$ cat config.mk
export PLATFORM = sky130hd
export DESIGN_NAME = r_alu
export DESIGN_NICKNAME = d
export VERILOG_FILES = /design/src/rtl/r_alu.sv
export SDC_FILE = /design/constraint.sdc
export NUM_CORES = 1
export LEC_CHECK = 0
export BUFFER_PORTS_ARGS = -buffer_cell sky130_fd_sc_hd__buf_2
export CAP_MARGIN = 15
export CORE_ASPECT_RATIO = 1.5
export CORE_UTILIZATION = 39
export DETAILED_ROUTE_END_ITERATION = 16
export HOLD_SLACK_MARGIN = 0.06
export PLACE_DENSITY = 0.85
export SLEW_MARGIN = 20
export SYNTH_ARGS = -nofsm -noshare
export SYNTH_HDL_FRONTEND = slang
export SYNTH_SLANG_ARGS = --single-unit
$ cat constraint.sdc
create_clock -name clock -period 1.3 [get_ports clock]
set_input_delay 0.26 -clock clock [delete_from_list [all_inputs] [get_ports clock]]
set_output_delay 0.26 -clock clock [all_outputs]
set_load 0.005 [all_outputs]
$ cat src/rtl/r_alu.sv
// r_alu: LEGv8 R-format ALU-instruction decoder.
// Turns a 32-bit instruction word into the 94-bit datapath control word.
// Every field is registered, so CW follows i by one clock and has no
// combinational path from i.
module r_alu (
  input  logic        clock,
  input  logic        reset,
  input  logic [31:0] i,
  output logic [93:0] CW
);

  // Opcodes i[31:21]
  localparam logic [10:0] OP_ADD  = 11'b10001011000;
  localparam logic [10:0] OP_SUB  = 11'b11001011000;
  localparam logic [10:0] OP_ADDS = 11'b10101011000;
  localparam logic [10:0] OP_SUBS = 11'b11101011000;
  localparam logic [10:0] OP_AND  = 11'b10001010000;
  localparam logic [10:0] OP_ORR  = 11'b10101010000;
  localparam logic [10:0] OP_EOR  = 11'b11001010000;
  localparam logic [10:0] OP_ANDS = 11'b11101010000;
  localparam logic [10:0] OP_LSR  = 11'b11010011010;
  localparam logic [10:0] OP_LSL  = 11'b11010011011;

  // FS: [4:2] operation, [1] invert B, [0] carry-in
  localparam logic [4:0] FS_AND = 5'b00000;
  localparam logic [4:0] FS_OR  = 5'b00100;
  localparam logic [4:0] FS_ADD = 5'b01000;
  localparam logic [4:0] FS_SUB = 5'b01011;
  localparam logic [4:0] FS_XOR = 5'b01100;
  localparam logic [4:0] FS_LSL = 5'b10000;
  localparam logic [4:0] FS_LSR = 5'b10100;

  // Registered control fields; the names are referenced hierarchically.
  logic [4:0]  DA, SA, SB, FS;
  logic [1:0]  PS, enable;
  logic        regWrite, memWrite, PC_sel, B_sel, status_load;
  logic [63:0] k;
  logic        state;

  logic [4:0]  DA_d, SA_d, SB_d, FS_d;
  logic [1:0]  PS_d, enable_d;
  logic        regWrite_d, memWrite_d, PC_sel_d, B_sel_d, status_load_d;
  logic [63:0] k_d;
  logic        state_d;

  // Decode the instruction; unrecognised opcodes fall through as a NOP word
  // that still carries the register and shamt fields.
  always_comb begin
    DA_d          = i[4:0];
    SA_d          = i[9:5];
    SB_d          = i[20:16];
    k_d           = {58'b0, i[15:10]};
    PS_d          = 2'b01;
    enable_d      = 2'b00;
    regWrite_d    = 1'b0;
    memWrite_d    = 1'b0;
    PC_sel_d      = 1'b0;
    B_sel_d       = 1'b0;
    status_load_d = 1'b0;
    FS_d          = FS_AND;
    state_d       = 1'b0;
    case (i[31:21])
      OP_ADD:  begin regWrite_d = 1'b1; FS_d = FS_ADD; end
      OP_SUB:  begin regWrite_d = 1'b1; FS_d = FS_SUB; end
      OP_ADDS: begin regWrite_d = 1'b1; FS_d = FS_ADD; status_load_d = 1'b1; end
      OP_SUBS: begin regWrite_d = 1'b1; FS_d = FS_SUB; status_load_d = 1'b1; end
      OP_AND:  begin regWrite_d = 1'b1; FS_d = FS_AND; end
      OP_ORR:  begin regWrite_d = 1'b1; FS_d = FS_OR;  end
      OP_EOR:  begin regWrite_d = 1'b1; FS_d = FS_XOR; end
      OP_ANDS: begin regWrite_d = 1'b1; FS_d = FS_AND; status_load_d = 1'b1; end
      // Shifts take the shift amount from k, so B comes from the constant path.
      OP_LSR:  begin regWrite_d = 1'b1; FS_d = FS_LSR; B_sel_d = 1'b1; end
      OP_LSL:  begin regWrite_d = 1'b1; FS_d = FS_LSL; B_sel_d = 1'b1; end
      default: ;
    endcase
  end

  // Register the control word; reset yields an all-zero word (PC held, no writes).
  always_ff @(posedge clock or negedge reset) begin
    if (!reset) begin
      DA          <= '0;
      SA          <= '0;
      SB          <= '0;
      FS          <= '0;
      PS          <= '0;
      enable      <= '0;
      regWrite    <= 1'b0;
      memWrite    <= 1'b0;
      PC_sel      <= 1'b0;
      B_sel       <= 1'b0;
      status_load <= 1'b0;
      k           <= '0;
      state       <= 1'b0;
    end else begin
      DA          <= DA_d;
      SA          <= SA_d;
      SB          <= SB_d;
      FS          <= FS_d;
      PS          <= PS_d;
      enable      <= enable_d;
      regWrite    <= regWrite_d;
      memWrite    <= memWrite_d;
      PC_sel      <= PC_sel_d;
      B_sel       <= B_sel_d;
      status_load <= status_load_d;
      k           <= k_d;
      state       <= state_d;
    end
  end

  assign CW = {state, k, status_load, B_sel, PC_sel, memWrite, regWrite,
               enable, PS, FS, SB, SA, DA};

endmodule

# --- Word level (Yosys, flattened, before mapping) ---
# Index checks and enable logic that the tools add are counted.
# Widths: inputs -> output; s select.
word_totals:
  input_bits: 34
  elab_cells: 28
  ff_bits: 30
  out_inout_bits: 94
op_classes:
  reduce_logical: 5
  n_eq_ne: 10
  n_mux: 4
op_table:
  columns: ["cell", "count"]
  rows:
  - ["$eq 11x11->1 const B", 10]
  - ["$pmux 5 s6", 1]
  - ["$reduce_or 10->1", 1]
  - ["$reduce_or 2->1", 3]
  - ["$mux 1", 3]
  - ["$reduce_or 3->1", 1]

# --- Depth between registers and ports, before layout ---
logic_depth:
  ltp_word: 3
  depth_mapped: 3
  ltp_nobuf: 3

# --- Least setup slack after synthesis ---
# OpenSTA, ideal clock, no wires.
synth_timing:
  kind: "in2reg"
  start: "input port i[26]"
  end: "register FS[3]"
  required_ns: 1.228
  cell_stages: 3
  arrival_time_ns: 1.190
  path_slack_ns: 0.039
  setup_time_ns: 0.072
  path_cell_list: "or3b_4 or4_4 nor2_1"
synth_between:
  elab_chain_len: 3
  elab_cells_between_ends: 11
synth_lines:
  columns: ["item", "line_no", "rtl"]
  rows:
  - ["from (decl)", "8", "input logic [31:0] i,"]
  - ["$eq 11x11->1", "62", "case (i[31:21])"]
  - ["$reduce_or 2->1 (no source line)", null, null]
  - ["$pmux 5 s6 *", "62", null]
  - ["via FS_d[3]", "40", "logic [4:0] DA_d, SA_d, SB_d, FS_d;"]
  - ["to (signal assigned)", "98", "FS <= FS_d;"]
  - ["to (decl)", "34", "logic [4:0] DA, SA, SB, FS;"]
# The timed path passes the listed nets; every way through them passes the cells marked *.

# --- Worst setup path in the final report ---
# Same ends and word-level chain as after synthesis.

==> results.ini <==
[synth]
ys_seq_area_share_pct = 53.3
synth_area_leader_cell = dfrtp_1
synthArstFlopShare_pct = 100
ys_types = 16
yosysMostFrequentCell = buf_4
synth_mux_area_share_pct = 0
syn-cell-area_mm2 = 0.00136
synth_flop_cell = dfrtp_1
synth_compound_area_share_pct = 1.75
synth-xor-area-share_pct = 0.643
synth_fa_ha_area_share_pct = 0
yosysWarnings = 0
synthSimpleGateAreaFrac_pct = 5.97
postSynthAreaPerCell_um2 = 11.5
synth_seq_cells = 29
synth_top_family_by_area = buffers and inverters
synth_edf_count = 0
synth_commonest_cells = buf_4 (68), dfrtp_1 (29), nor2_1 (5)
synth_top_area_share_pct = 53.3
netlist_instances = 118
synth.area.top_cells = dfrtp_1 (53%), buf_4 (38%), nor2_1 (1.4%)

[setup_path]
arrival_ns = 1.30
critPathLaunchType = input pin
critPathRequiredTime_ns = 1.50
cp_max_fo = 3
cp-end-kind = flip-flop
path_class = input pin to flip-flop

[power]
power_mw = 1.80
intPower_mw = 1.38
p_per_area_mw_per_mm2 = 1150
p_leak_nw = 0.914
p_seq_share_pct = 52.6
sw_frac_of_total_pct = 23.4
irDropWorstVdd_mv = 0.798
comb_power_share_pct = 9.7
p_sw_mw = 0.419
clkPwrFrac_pct = 37.6

[floorplan]
ios = 128
fp.coreArea_mm2 = 0.00325
start_util_pct = 41.8
dieArea_mm2 = 0.00374
row_count = 25
die_h_um = 74.4
die_x_um = 50.2

[drt]
dr.pass1.iters = 4
totalWireLength_um = 2190
viasPerCell = 3.59
wire_per_inst_um = 9.66
postRouteAntennaNets = 0
num_vias = 815
drt-initial-drc-count = 6
drc = 0

[clocking]
cts-buffers-inserted = 5
cts_num_sinks = 29
cts_tree = done
htreeDepth = 2
clkTransAtPathRegs_ns = 0.06
clockBufferDepth = 2
cts-resized-gates = 0
clockRootBuffer = clkbuf_8

[timing]
worst_slew_pin_slew_ns = 0.621
max_slew_margin_pct = 58.6
max_freq_mhz = 911
period_share_pct = 84.4
finalSetupTns_ns = 0
rsz0062_at_grt = false
hold_violations = 0
hold_ws_ns = 0.0885
setup_viol = 0
maxSlewViolCount = 0
fin_crit_ns = 1.10

[global_route]
grt.overflow.total = 0
grt_pass1_wl_um = 3120
grt_max_degree = 30
grt_usage_pct = 12.2
antenna_found_initial = 0
grt_pass1_vias = 668

[placed_design]
place_hpwl_um = 1800
io_buffers = 63
globalplace.congestion = 0.681
place_area_mm2 = 0.00147

[finish]
design_area_mm2 = 0.00156
final_nets = 220
n_antenna_cell = 0
layout-drive-gt1-share_pct = 39.6
syn_to_final_growth_pct = 14.6
finalCoreUtilization_pct = 48.0

[min_path]
hold_class = input pin to flip-flop

[status]
status = finished, final reports clean

[job]
drv.max_cap_violation_count = 0

## placed cells by master, fill, tap and decap left out
cell,Yosys,final
clkbuf_8,0,5
nand4_1,1,1
or3b_4,1,1
nand2_1,1,1
buf_4,68,2
dfrtp_1,29,29
o32ai_1,1,1
or3_1,2,2
o21ai_0,1,1
nor2_1,5,5
clkinv_2,0,2
inv_1,1,1
a21oi_1,2,2
nor4bb_1,1,1
or4_4,1,1
dlygate4sd3_1,0,1
buf_2,0,63
clkbuf_1,0,1
conb_1,2,65
xnor2_1,1,1
nand3b_1,1,1
## worst paths after layout
check / start / slack [ns] / cells past startpoint / endpoint
max: i[26] / 0.20 / 4 / FS[3]
min: i[11] / 0.09 / 1 / k[1]
max in group asynchronous: reset / 0.36 / 2 / FS[4]
min in group asynchronous: reset / 0.53 / 2 / PS[0]
## logic make-up (layout without fill, tap and decap cells)
kind of cell	count (synthesis)	after routing
other	2	65
DFF	29	29
and+or+nand+nor	13	13
buffers and inverters	69	75
AOI/OAI and AO/OA	4	4
xor gates and xnor gates	1	1
## power by group through the flow
stage,Sequential [mW],Clock (mW),Combinational (mW)
after CTS,0.945,0.704,0.173
after global placement,0.960,0,0.165
after detailed placement,0.962,0,0.170
after floorplan,0.969,0,0.194
after global routing,0.948,0.745,0.202
final,0.945,0.676,0.174
## flip-flops by register name, indices dropped and copies added, names as in the netlist
register     flops
k                6
B_sel            1
regWrite         1
PS               1
DA               5
SA               5
SB               5
status_load      1
FS               4
## worst max-delay path, stage by stage
cell	delay [ns]
buf_2	0.10
or3b_4	0.39
or4_4	0.43
nor2_1	0.12
## through the flow
| stage | cells | setup WS, ns |
|---|---|---|
| floorplan | 181 | 0.0386 |
| global placement | 218 | -0.0527 |
| detailed placement | 218 | -0.0795 |
| CTS | 227 | 0.210 |
| global route | 227 | 0.183 |
| finish | 227 | 0.203 |
## cell type report
| type | instances | area (um^2) |
|---|---|---|
| Fill cell | 303 | 1690 |
| Sequential cell | 29 | 726 |
| Multi-Input combinational cell | 83 | 358 |
| Timing Repair Buffer | 66 | 340 |
| Clock buffer | 6 | 72.6 |
| Tap cell | 40 | 50.0 |
| Clock inverter | 2 | 10.0 |
| Inverter | 1 | 3.75 |
## per-layer routing
metal | GRT usage (%) | routed length, um | up-vias | part of all wire, %
met5 | 0 | 0 | - | 0
met4 | 9.52 | 57 | 0 | 2.6
met3 | 4.91 | 327 | 5 | 15
met2 | 21.6 | 1170 | 87 | 53
met1 | 10.8 | 634 | 353 | 29
li1 | - | - | 370 | -
## what timing repair did
item | in CTS | in global routing
endpoints found under the hold margin | 29 | 0
setup buffers | 0 | 0
hold buffers | 1 | 0
(Power assumes the default switching activity.)
